==> src/rtl/trdb_pkg.sv <==
// Shared types for the trace packet serializer: FSM states, header byte layout
// and the header half of a queued packet entry.
package trdb_pkg;

  typedef enum logic [1:0] {
    SER_IDLE,
    SER_HEADER,
    SER_PAYLOAD
  } trdb_ser_state_e;

  localparam int HDR_LEN_BYTE  = 0;
  localparam int HDR_TYPE_BYTE = 1;

  // Type is stored zero-extended to a full byte so it drops straight into the header beat.
  typedef struct packed {
    logic [7:0] ptype;
    logic [7:0] len;
  } trdb_pkt_hdr_t;

endpackage

==> src/rtl/trdb_packet_serializer_if.sv <==
// Packet-in / beat-out bus of the serializer. The serializer is the slave;
// the emitter and trace sink together form the master side.
interface trdb_packet_serializer_if #(
  parameter int PAYLOAD_BYTES = 32,
  parameter int BEAT_BYTES    = 4,
  parameter int PTYPE_W       = 2
);

  logic                       pkt_valid_i;
  logic                       pkt_ready_o;
  logic [PTYPE_W-1:0]         pkt_type_i;
  logic [7:0]                 pkt_len_i;
  logic [8*PAYLOAD_BYTES-1:0] pkt_payload_i;

  logic                       beat_valid_o;
  logic                       beat_ready_i;
  logic [8*BEAT_BYTES-1:0]    beat_data_o;
  logic [BEAT_BYTES-1:0]      beat_be_o;
  logic                       beat_last_o;

  modport master (
    output pkt_valid_i, pkt_type_i, pkt_len_i, pkt_payload_i, beat_ready_i,
    input  pkt_ready_o, beat_valid_o, beat_data_o, beat_be_o, beat_last_o
  );

  modport slave (
    input  pkt_valid_i, pkt_type_i, pkt_len_i, pkt_payload_i, beat_ready_i,
    output pkt_ready_o, beat_valid_o, beat_data_o, beat_be_o, beat_last_o
  );

endinterface

==> src/rtl/trdb_pkt_fifo.sv <==
// Synchronous ring FIFO of packet entries with a flush that can keep the head
// entry (the packet currently being streamed out).
module trdb_pkt_fifo #(
  parameter type  entry_t = logic [7:0],
  parameter int   DEPTH   = 4,
  localparam int  AW      = $clog2(DEPTH),
  localparam int  LW      = $clog2(DEPTH + 1)
) (
  input  logic          clk_i,
  input  logic          rst_i,
  input  logic          push_i,
  input  entry_t        push_data_i,
  output logic          push_ok_o,
  input  logic          pop_i,
  input  logic          flush_i,
  input  logic          flush_keep_head_i,
  output entry_t        head_o,
  output logic [LW-1:0] level_o,
  output logic          empty_next_o,
  output logic          full_next_o
);

  entry_t        mem [DEPTH];
  logic [AW-1:0] rd_ptr_q, rd_ptr_d;
  logic [AW-1:0] wr_ptr_q, wr_ptr_d;
  logic [AW-1:0] wr_addr;
  logic [LW-1:0] level_q, level_d;
  logic [LW-1:0] level_base;
  logic          do_push;
  logic          do_pop;

  // Flush is resolved first so a same-cycle push lands in the emptied queue.
  always_comb begin
    rd_ptr_d   = rd_ptr_q;
    wr_addr    = wr_ptr_q;
    level_base = level_q;
    if (flush_i) begin
      wr_addr    = rd_ptr_q + AW'(flush_keep_head_i);
      level_base = LW'(flush_keep_head_i);
    end
    do_pop    = pop_i && (level_base != '0);
    push_ok_o = (level_base < LW'(DEPTH)) || do_pop;
    do_push   = push_i && push_ok_o;
    level_d   = level_base;
    wr_ptr_d  = wr_addr;
    if (do_pop) begin
      rd_ptr_d = rd_ptr_q + AW'(1);
      level_d  = level_d - LW'(1);
    end
    if (do_push) begin
      wr_ptr_d = wr_addr + AW'(1);
      level_d  = level_d + LW'(1);
    end
  end

  always_ff @(posedge clk_i or posedge rst_i) begin
    if (rst_i) begin
      rd_ptr_q <= '0;
      wr_ptr_q <= '0;
      level_q  <= '0;
    end else begin
      rd_ptr_q <= rd_ptr_d;
      wr_ptr_q <= wr_ptr_d;
      level_q  <= level_d;
    end
  end

  always_ff @(posedge clk_i) begin
    if (do_push) begin
      mem[wr_addr] <= push_data_i;
    end
  end

  assign head_o       = mem[rd_ptr_q];
  assign level_o      = level_q;
  assign empty_next_o = (level_d == '0);
  assign full_next_o  = (level_d == LW'(DEPTH));

endmodule

==> src/rtl/trdb_packet_serializer.sv <==
// Queues whole trace packets and streams each one as a header beat followed by
// little-endian payload beats; packets that do not fit are dropped and counted.
module trdb_packet_serializer
  import trdb_pkg::*;
#(
  parameter int  PAYLOAD_BYTES = 32,
  parameter int  BEAT_BYTES    = 4,
  parameter int  FIFO_DEPTH    = 4,
  parameter int  PTYPE_W       = 2,
  localparam int LVL_W         = $clog2(FIFO_DEPTH + 1)
) (
  input  logic                     clk_i,
  input  logic                     rst_i,
  trdb_packet_serializer_if.slave  bus,
  input  logic                     flush_i,
  output logic [LVL_W-1:0]         fifo_level_o,
  output logic [15:0]              drop_cnt_o,
  output logic                     overflow_o
);

  localparam int BEAT_W = 8 * BEAT_BYTES;
  localparam int OFF_W  = 9;

  typedef struct packed {
    trdb_pkt_hdr_t              hdr;
    logic [8*PAYLOAD_BYTES-1:0] payload;
  } entry_t;

  trdb_ser_state_e   state_q, state_d;
  logic [OFF_W-1:0]  offset_q, offset_d;
  logic [15:0]       drop_cnt_q, drop_cnt_d;
  logic              overflow_q, overflow_d;
  logic              pkt_ready_q, pkt_ready_d;

  entry_t            push_entry;
  entry_t            head;
  logic              len_bad;
  logic              pkt_drop;
  logic              fifo_push_ok;
  logic              fifo_empty_next;
  logic              fifo_full_next;
  logic [LVL_W-1:0]  fifo_level;

  logic              beat_valid;
  logic [BEAT_W-1:0] beat_data;
  logic [BEAT_BYTES-1:0] beat_be;
  logic              beat_last;
  logic              beat_hs;
  logic              in_flight;

  logic [BEAT_W-1:0]     hdr_data;
  logic [BEAT_W-1:0]     pay_win;
  logic [BEAT_W-1:0]     pay_data;
  logic [BEAT_BYTES-1:0] pay_be;
  logic                  pay_last;

  always_comb begin
    push_entry           = '0;
    push_entry.hdr.ptype = 8'(bus.pkt_type_i);
    push_entry.hdr.len   = bus.pkt_len_i;
    push_entry.payload   = bus.pkt_payload_i;
  end

  assign len_bad  = bus.pkt_len_i > 8'(PAYLOAD_BYTES);
  assign pkt_drop = bus.pkt_valid_i && (len_bad || !fifo_push_ok);

  // Once the header has been accepted the packet belongs to the sink, so a
  // flush must leave it in place until its last beat pops it.
  assign beat_hs   = beat_valid && bus.beat_ready_i;
  assign in_flight = (state_q == SER_PAYLOAD) || ((state_q == SER_HEADER) && beat_hs);

  trdb_pkt_fifo #(
    .entry_t (entry_t),
    .DEPTH   (FIFO_DEPTH)
  ) u_fifo (
    .clk_i             (clk_i),
    .rst_i             (rst_i),
    .push_i            (bus.pkt_valid_i && !len_bad),
    .push_data_i       (push_entry),
    .push_ok_o         (fifo_push_ok),
    .pop_i             (beat_hs && beat_last),
    .flush_i           (flush_i),
    .flush_keep_head_i (in_flight),
    .head_o            (head),
    .level_o           (fifo_level),
    .empty_next_o      (fifo_empty_next),
    .full_next_o       (fifo_full_next)
  );

  always_comb begin
    hdr_data                         = '0;
    hdr_data[8*HDR_LEN_BYTE +: 8]    = head.hdr.len;
    hdr_data[8*HDR_TYPE_BYTE +: 8]   = head.hdr.ptype;
  end

  // Window of the payload starting at the current byte offset; lanes past the
  // packet length are masked to zero.
  assign pay_win  = BEAT_W'({{BEAT_W{1'b0}}, head.payload} >> {offset_q, 3'b000});
  assign pay_last = (16'(offset_q) + 16'(BEAT_BYTES)) >= 16'(head.hdr.len);

  generate
    for (genvar gi = 0; gi < BEAT_BYTES; gi++) begin : g_lane
      assign pay_be[gi]          = (16'(offset_q) + 16'(gi)) < 16'(head.hdr.len);
      assign pay_data[8*gi +: 8] = pay_be[gi] ? pay_win[8*gi +: 8] : 8'h00;
    end
  endgenerate

  always_comb begin
    beat_valid = 1'b0;
    beat_data  = '0;
    beat_be    = '0;
    beat_last  = 1'b0;
    case (state_q)
      SER_HEADER: begin
        beat_valid = 1'b1;
        beat_data  = hdr_data;
        beat_be    = '1;
        beat_last  = (head.hdr.len == 8'd0);
      end
      SER_PAYLOAD: begin
        beat_valid = 1'b1;
        beat_data  = pay_data;
        beat_be    = pay_be;
        beat_last  = pay_last;
      end
      default: ;
    endcase
  end

  // Whenever a packet finishes (or a flush empties the queue) the next state
  // follows the post-edge occupancy, so back-to-back packets have no gap.
  always_comb begin
    state_d  = state_q;
    offset_d = offset_q;
    case (state_q)
      SER_IDLE: begin
        if (!fifo_empty_next) state_d = SER_HEADER;
      end
      SER_HEADER: begin
        if (beat_hs && (head.hdr.len != 8'd0)) begin
          state_d  = SER_PAYLOAD;
          offset_d = '0;
        end else if (beat_hs || flush_i) begin
          state_d = fifo_empty_next ? SER_IDLE : SER_HEADER;
        end
      end
      SER_PAYLOAD: begin
        if (beat_hs) begin
          if (beat_last) begin
            offset_d = '0;
            state_d  = fifo_empty_next ? SER_IDLE : SER_HEADER;
          end else begin
            offset_d = offset_q + OFF_W'(BEAT_BYTES);
          end
        end
      end
      default: state_d = SER_IDLE;
    endcase
  end

  always_comb begin
    drop_cnt_d  = flush_i ? 16'd0 : drop_cnt_q;
    overflow_d  = flush_i ? 1'b0 : overflow_q;
    pkt_ready_d = !fifo_full_next;
    if (pkt_drop) begin
      overflow_d = 1'b1;
      if (drop_cnt_d != 16'hFFFF) drop_cnt_d = drop_cnt_d + 16'd1;
    end
  end

  always_ff @(posedge clk_i or posedge rst_i) begin
    if (rst_i) begin
      state_q     <= SER_IDLE;
      offset_q    <= '0;
      drop_cnt_q  <= '0;
      overflow_q  <= 1'b0;
      pkt_ready_q <= 1'b0;
    end else begin
      state_q     <= state_d;
      offset_q    <= offset_d;
      drop_cnt_q  <= drop_cnt_d;
      overflow_q  <= overflow_d;
      pkt_ready_q <= pkt_ready_d;
    end
  end

  assign bus.pkt_ready_o  = pkt_ready_q;
  assign bus.beat_valid_o = beat_valid;
  assign bus.beat_data_o  = beat_data;
  assign bus.beat_be_o    = beat_be;
  assign bus.beat_last_o  = beat_last;
  assign fifo_level_o     = fifo_level;
  assign drop_cnt_o       = drop_cnt_q;
  assign overflow_o       = overflow_q;

endmodule

==> src/flat_wrapper.sv <==
// flat-port wrapper written by rule: the top's interface ports become plain ports
module trdb_packet_serializer_flat import trdb_pkg::*;
#(
  parameter int  PAYLOAD_BYTES = 32,
  parameter int  BEAT_BYTES    = 4,
  parameter int  FIFO_DEPTH    = 4,
  parameter int  PTYPE_W       = 2,
  localparam int LVL_W         = $clog2(FIFO_DEPTH + 1)
)
  (clk_i, rst_i, flush_i, fifo_level_o, drop_cnt_o, overflow_o, bus_pkt_valid_i, bus_pkt_type_i, bus_pkt_len_i, bus_pkt_payload_i, bus_beat_ready_i, bus_pkt_ready_o, bus_beat_valid_o, bus_beat_data_o, bus_beat_be_o, bus_beat_last_o);
  trdb_packet_serializer_if #(.PAYLOAD_BYTES(PAYLOAD_BYTES), .BEAT_BYTES(BEAT_BYTES), .PTYPE_W(PTYPE_W)) bus_i ();
  input  logic clk_i;
  input  logic rst_i;
  input  logic flush_i;
  output logic [LVL_W-1:0] fifo_level_o;
  output logic [15:0] drop_cnt_o;
  output logic overflow_o;
  input wire logic [$bits(bus_i.pkt_valid_i)-1:0] bus_pkt_valid_i;
  input wire logic [$bits(bus_i.pkt_type_i)-1:0] bus_pkt_type_i;
  input wire logic [$bits(bus_i.pkt_len_i)-1:0] bus_pkt_len_i;
  input wire logic [$bits(bus_i.pkt_payload_i)-1:0] bus_pkt_payload_i;
  input wire logic [$bits(bus_i.beat_ready_i)-1:0] bus_beat_ready_i;
  output wire logic [$bits(bus_i.pkt_ready_o)-1:0] bus_pkt_ready_o;
  output wire logic [$bits(bus_i.beat_valid_o)-1:0] bus_beat_valid_o;
  output wire logic [$bits(bus_i.beat_data_o)-1:0] bus_beat_data_o;
  output wire logic [$bits(bus_i.beat_be_o)-1:0] bus_beat_be_o;
  output wire logic [$bits(bus_i.beat_last_o)-1:0] bus_beat_last_o;
  assign bus_i.pkt_valid_i = bus_pkt_valid_i;
  assign bus_i.pkt_type_i = bus_pkt_type_i;
  assign bus_i.pkt_len_i = bus_pkt_len_i;
  assign bus_i.pkt_payload_i = bus_pkt_payload_i;
  assign bus_i.beat_ready_i = bus_beat_ready_i;
  assign bus_pkt_ready_o = bus_i.pkt_ready_o;
  assign bus_beat_valid_o = bus_i.beat_valid_o;
  assign bus_beat_data_o = bus_i.beat_data_o;
  assign bus_beat_be_o = bus_i.beat_be_o;
  assign bus_beat_last_o = bus_i.beat_last_o;
  trdb_packet_serializer #(.PAYLOAD_BYTES(PAYLOAD_BYTES), .BEAT_BYTES(BEAT_BYTES), .FIFO_DEPTH(FIFO_DEPTH), .PTYPE_W(PTYPE_W)) u_core (.clk_i(clk_i), .rst_i(rst_i), .bus(bus_i), .flush_i(flush_i), .fifo_level_o(fifo_level_o), .drop_cnt_o(drop_cnt_o), .overflow_o(overflow_o));
endmodule
==> config.mk <==
export PLATFORM = sky130hd
export DESIGN_NAME = trdb_packet_serializer_flat
export DESIGN_NICKNAME = d
export VERILOG_FILES = /design/src/rtl/trdb_pkg.sv /design/src/rtl/trdb_packet_serializer_if.sv /design/src/rtl/trdb_pkt_fifo.sv /design/src/rtl/trdb_packet_serializer.sv /design/src/flat_wrapper.sv
export SDC_FILE = /design/constraint.sdc
export NUM_CORES = 1
export LEC_CHECK = 0
export CAP_MARGIN = 10
export CORE_MARGIN = 2
export CORE_UTILIZATION = 43
export CTS_BUF_LIST = sky130_fd_sc_hd__clkbuf_8
export CTS_CLUSTER_DIAMETER = 150
export DETAILED_ROUTE_END_ITERATION = 8
export PLACE_DENSITY = 0.71
export SLEW_MARGIN = 20
export SYNTH_ARGS = -nofsm -noshare
export SYNTH_HDL_FRONTEND = slang
export SYNTH_HIERARCHICAL = 1
export SYNTH_SLANG_ARGS = --single-unit
==> constraint.sdc <==
create_clock -name clk_i -period 13.05 [get_ports clk_i]
set_input_delay 3.915 -clock clk_i [delete_from_list [all_inputs] [get_ports clk_i]]
set_output_delay 3.915 -clock clk_i [all_outputs]
set_load 0.01 [all_outputs]
==> impl_metrics.tcl <==
set metrics [dict create \
    setup-tns-final_ps 0 \
    whs_endpoint "u_core/overflow_o" \
    gp_congestion 0.8268 \
    drive_gt1_share_pct 23.80 \
    fin_skew_ps 42.12 \
    viasPerCell 5.391 \
    ir_drop_mv 0.1096 \
    portBuffers 329 \
    relSlewSlack_pct 20.33 \
    hold_viol 0 \
    synth_edf_count 1088 \
    final_util_pct 51.30 \
    numCtsBuffers 177 \
    layout.filler_cells 7982 \
    ys_ff_latch 1122 \
    hold_start "u_core/overflow_o" \
    synth.yosys.seq_area_share_pct 76.03 \
    synth_compound_gate_area_share_pct 1.166 \
    path_max_fanout 36 \
    post-route-drc-count 0 \
    yosys.area.top_type "edfxtp_1" \
    min_period_over_period_pct 76.51 \
    multi_input_area_sq_mm 0.01004 \
    comb_power_share_pct 12.2 \
    cts_resized 0 \
    antenna_found_initial 26 \
    worst_slew_pin_slew_ps 1195 \
    synthAdderAreaFrac_pct 1.050 \
    crit_type "register to output pin" \
    cts_tree "done" \
    gr-usage-all-layers_pct 18.71 \
    yosys.area_share.xor_xnor_pct 0.4937 \
    crit_required_ps 9130 \
    synth.mux.area_fraction_pct 18.09 \
    critPathMostFrequentCell "a21o_1" \
    clockPowerShare_pct 34.7 \
    drtIter0Drc 1719 \
    yosysWarnings 6 \
    io_pins 330 \
    min_path_type "register to register" \
    cts_root_buf "clkbuf_8" \
    hold_buffers 0 \
    startpoint_type "register" \
    syn_inst 1921 \
    cp_slowest_cell "dfrtp_4" \
    route.final.wire_length_mm 97.58 \
    sw_frac_of_total_pct 24.52 \
    total_leakage_power_uw 0.01641 \
    setup_viol 0 \
    nets 2685 \
    cts_num_sinks 1122 \
    grt_pass1_wl_mm 142.4 \
    htree_levels 4 \
    syn_to_final_growth_pct 18.38 \
    finalMaxSlewViolations 0 \
    outcome "complete, no violations" \
    ctsLongestPathBuffers 3 \
    intPower_uw 5817 \
    drt_first_pass_iters 5 \
    synth.area.top_cells "edfxtp_1 (74%), mux4_2 (17%), dfrtp_1 (1.9%), ha_1 (1.0%), mux2i_1 (0.84%)" \
    clkTransAtPathRegs_ps 60 \
    path_buf_inv 2 \
    grt_max_degree 165 \
    num_vias 20975 \
    endpoint_kind "output pin" \
    r2r_setup_slack_ps 6780 \
    path_cells "mux4_2 -> inv_1 -> ha_1 -> a21o_1 -> a21o_1 -> a2111oi_0 -> nand2_1 -> o21ai_0 -> clkdlybuf4s50_1" \
    die_w_um 324.2 \
    seq_power_share_pct 53.1 \
    use_met2_pct 30.93 \
    place_hpwl_mm 60.66 \
    path_delay_family "compound AO/OA/AOI/OAI gates" \
    regArea_sq_mm 0.03354 \
    busiest_layer "met2" \
    cpPeakStageDelay_ps 890 \
    r2r-end "u_core/u_fifo/mem[1][105]" \
    clk_latency_ps 850 \
    synth-main-ff-cell "edfxtp_1" \
    drtAntennaViolNets 0 \
    synth_top_family_by_area "multiplexers" \
    power.density_mw_per_mm2 147.7 \
    min_period_ps 9985 \
    first_global_vias 22223 \
    rsz0062_at_grt "no" \
    maxCapViolations 0 \
    ys_top_cells_by_count "edfxtp_1 (1,088), mux4_2 (336), nand2_1 (45), ha_1 (37), mux2i_1 (37)" \
    die_y_um 324.2 \
    arrival_ps 6070 \
    rr_startpoint "u_core/offset_q[2]" \
    syn-mean-instance-area_sq_um 22.95 \
    power.net_switching_uw 1890 \
    dieArea_sq_mm 0.1051 \
    synth.most_common_cell "edfxtp_1" \
    num_rows 117 \
    async_flop_share_pct 3.030 \
    grt.met3_usage_pct 6.182 \
    reg2reg_depth 15 \
    whs_path_depth 1 \
    grtUsageMet1_pct 23.25 \
    synth_cell_types 57 \
    fmax_mhz 100.2 \
    postCtsSetupBuffers 0 \
    post_synth_instance_area_sq_mm 0.04409 \
    gr-total-overflow 0 \
    core-area_sq_mm 0.1017 \
    wl_per_cell_um 25.08 \
    initial_core_util_pct 43.34 \
    synth_top_area_share_pct 74.10 \
    synth-simple-area-share_pct 1.754 \
]
power by group through the flow:
stage	Clock (uW)	Sequential (uW)	Combinational [uW]
CTS	2760	4100	962
floorplan	0	4140	541
finish	2680	4090	940
detailed placement	0	4170	957
global route	2900	4100	1010
global placement	0	4160	940
cell usage in the layout (no fill, tap or decap), drive strengths merged, types with 10 or more instances in the layout:
cell type	n
a21o	13
a21oi	12
buf	27
clkbuf	189
clkdlybuf4s50	329
clkinv	55
conb	24
dfrtp	34
edfxtp	1088
ha	37
inv	97
mux2i	39
mux4	336
nand2	45
nand3	16
nor2	32
o21a	10
o21ai	26
xnor2	16
worst reg2reg max path: cells and delay by family, from the launching register on:
family	cells	cell delay [ps]
adder cells (fa/ha/maj)	2	660
buffers and inverters	3	1860
AO/OA/AOI/OAI	4	1010
XOR/XNOR	1	120
AND/OR/NAND/NOR	5	1470
flip-flops	1	720
layout make-up:
class | instances | share of cell area, %
antenna | 6 | 0.02877
tap | 1368 | 3.279
clock inverter | 130 | 1.175
clock buffer | 189 | 4.984
multi-input combinational | 695 | 19.24
timing repair buffer | 356 | 6.856
sequential | 1122 | 64.25
inverter | 25 | 0.1798
how the worst max path moves through the flow:
stage	from	end	slack (ps)	cells after the start
floorplan	bus_beat_ready_i	u_core/u_fifo/mem[0][0]	990	9
global placement	u_core/u_fifo/rd_ptr_q[0]	bus_beat_data_o[2]	3950	9
detailed placement	u_core/u_fifo/rd_ptr_q[0]	bus_beat_data_o[2]	4000	9
CTS	u_core/u_fifo/rd_ptr_q[0]	bus_beat_data_o[2]	3030	9
global route	u_core/u_fifo/rd_ptr_q[0]	bus_beat_data_o[2]	2760	9
finish	u_core/u_fifo/rd_ptr_q[0]	bus_beat_data_o[2]	3070	9
registers in the layout, summed over array words and instances (netlist names):
name	cells
u_core/u_fifo/wr_ptr_q	2
u_core/u_fifo/rd_ptr_q	2
u_core/u_fifo/mem	1088
u_core/drop_cnt_o	16
u_core/bus.pkt_ready_o	1
u_core/state_q	2
u_core/overflow_o	1
u_core/u_fifo/level_o	3
u_core/offset_q	7
stage by stage:
| step | worst slack, ps | total power [uW] | area (sq um) | hold slack, ps | cells |
|---|---|---|---|---|---|
| global route | 2759 | 8014 | 52190 | 504.2 | 3889 |
| floorplan | 994.4 | 4683 | 44180 | 521.0 | 1944 |
| CTS | 3028 | 7818 | 52150 | 493.7 | 3884 |
| global placement | 3950 | 5105 | 48940 | 469.8 | 3565 |
| finish | 3065 | 7708 | 52200 | 492.3 | 3891 |
| detailed placement | 4005 | 5127 | 48940 | 482.0 | 3565 |
cell families (layout without fill, tap and decap cells):
kind of cell / after synthesis / in the layout
flops: 1122 / 1122
compound gates: 79 / 79
xor+xnor: 24 / 24
buf+inv: 127 / 700
fa+ha+maj: 37 / 37
mux: 376 / 376
other cells: 1 / 30
simple gates: 155 / 155
routing by layer:
metal / vias to the layer above / wire (um)
met3: 183 / 8946
met2: 814 / 48830
li1: 9070 / -
met4: 38 / 2517
met5: - / 233
met1: 10870 / 37050
No activity file was read; power rests on OpenSTA's default activity.
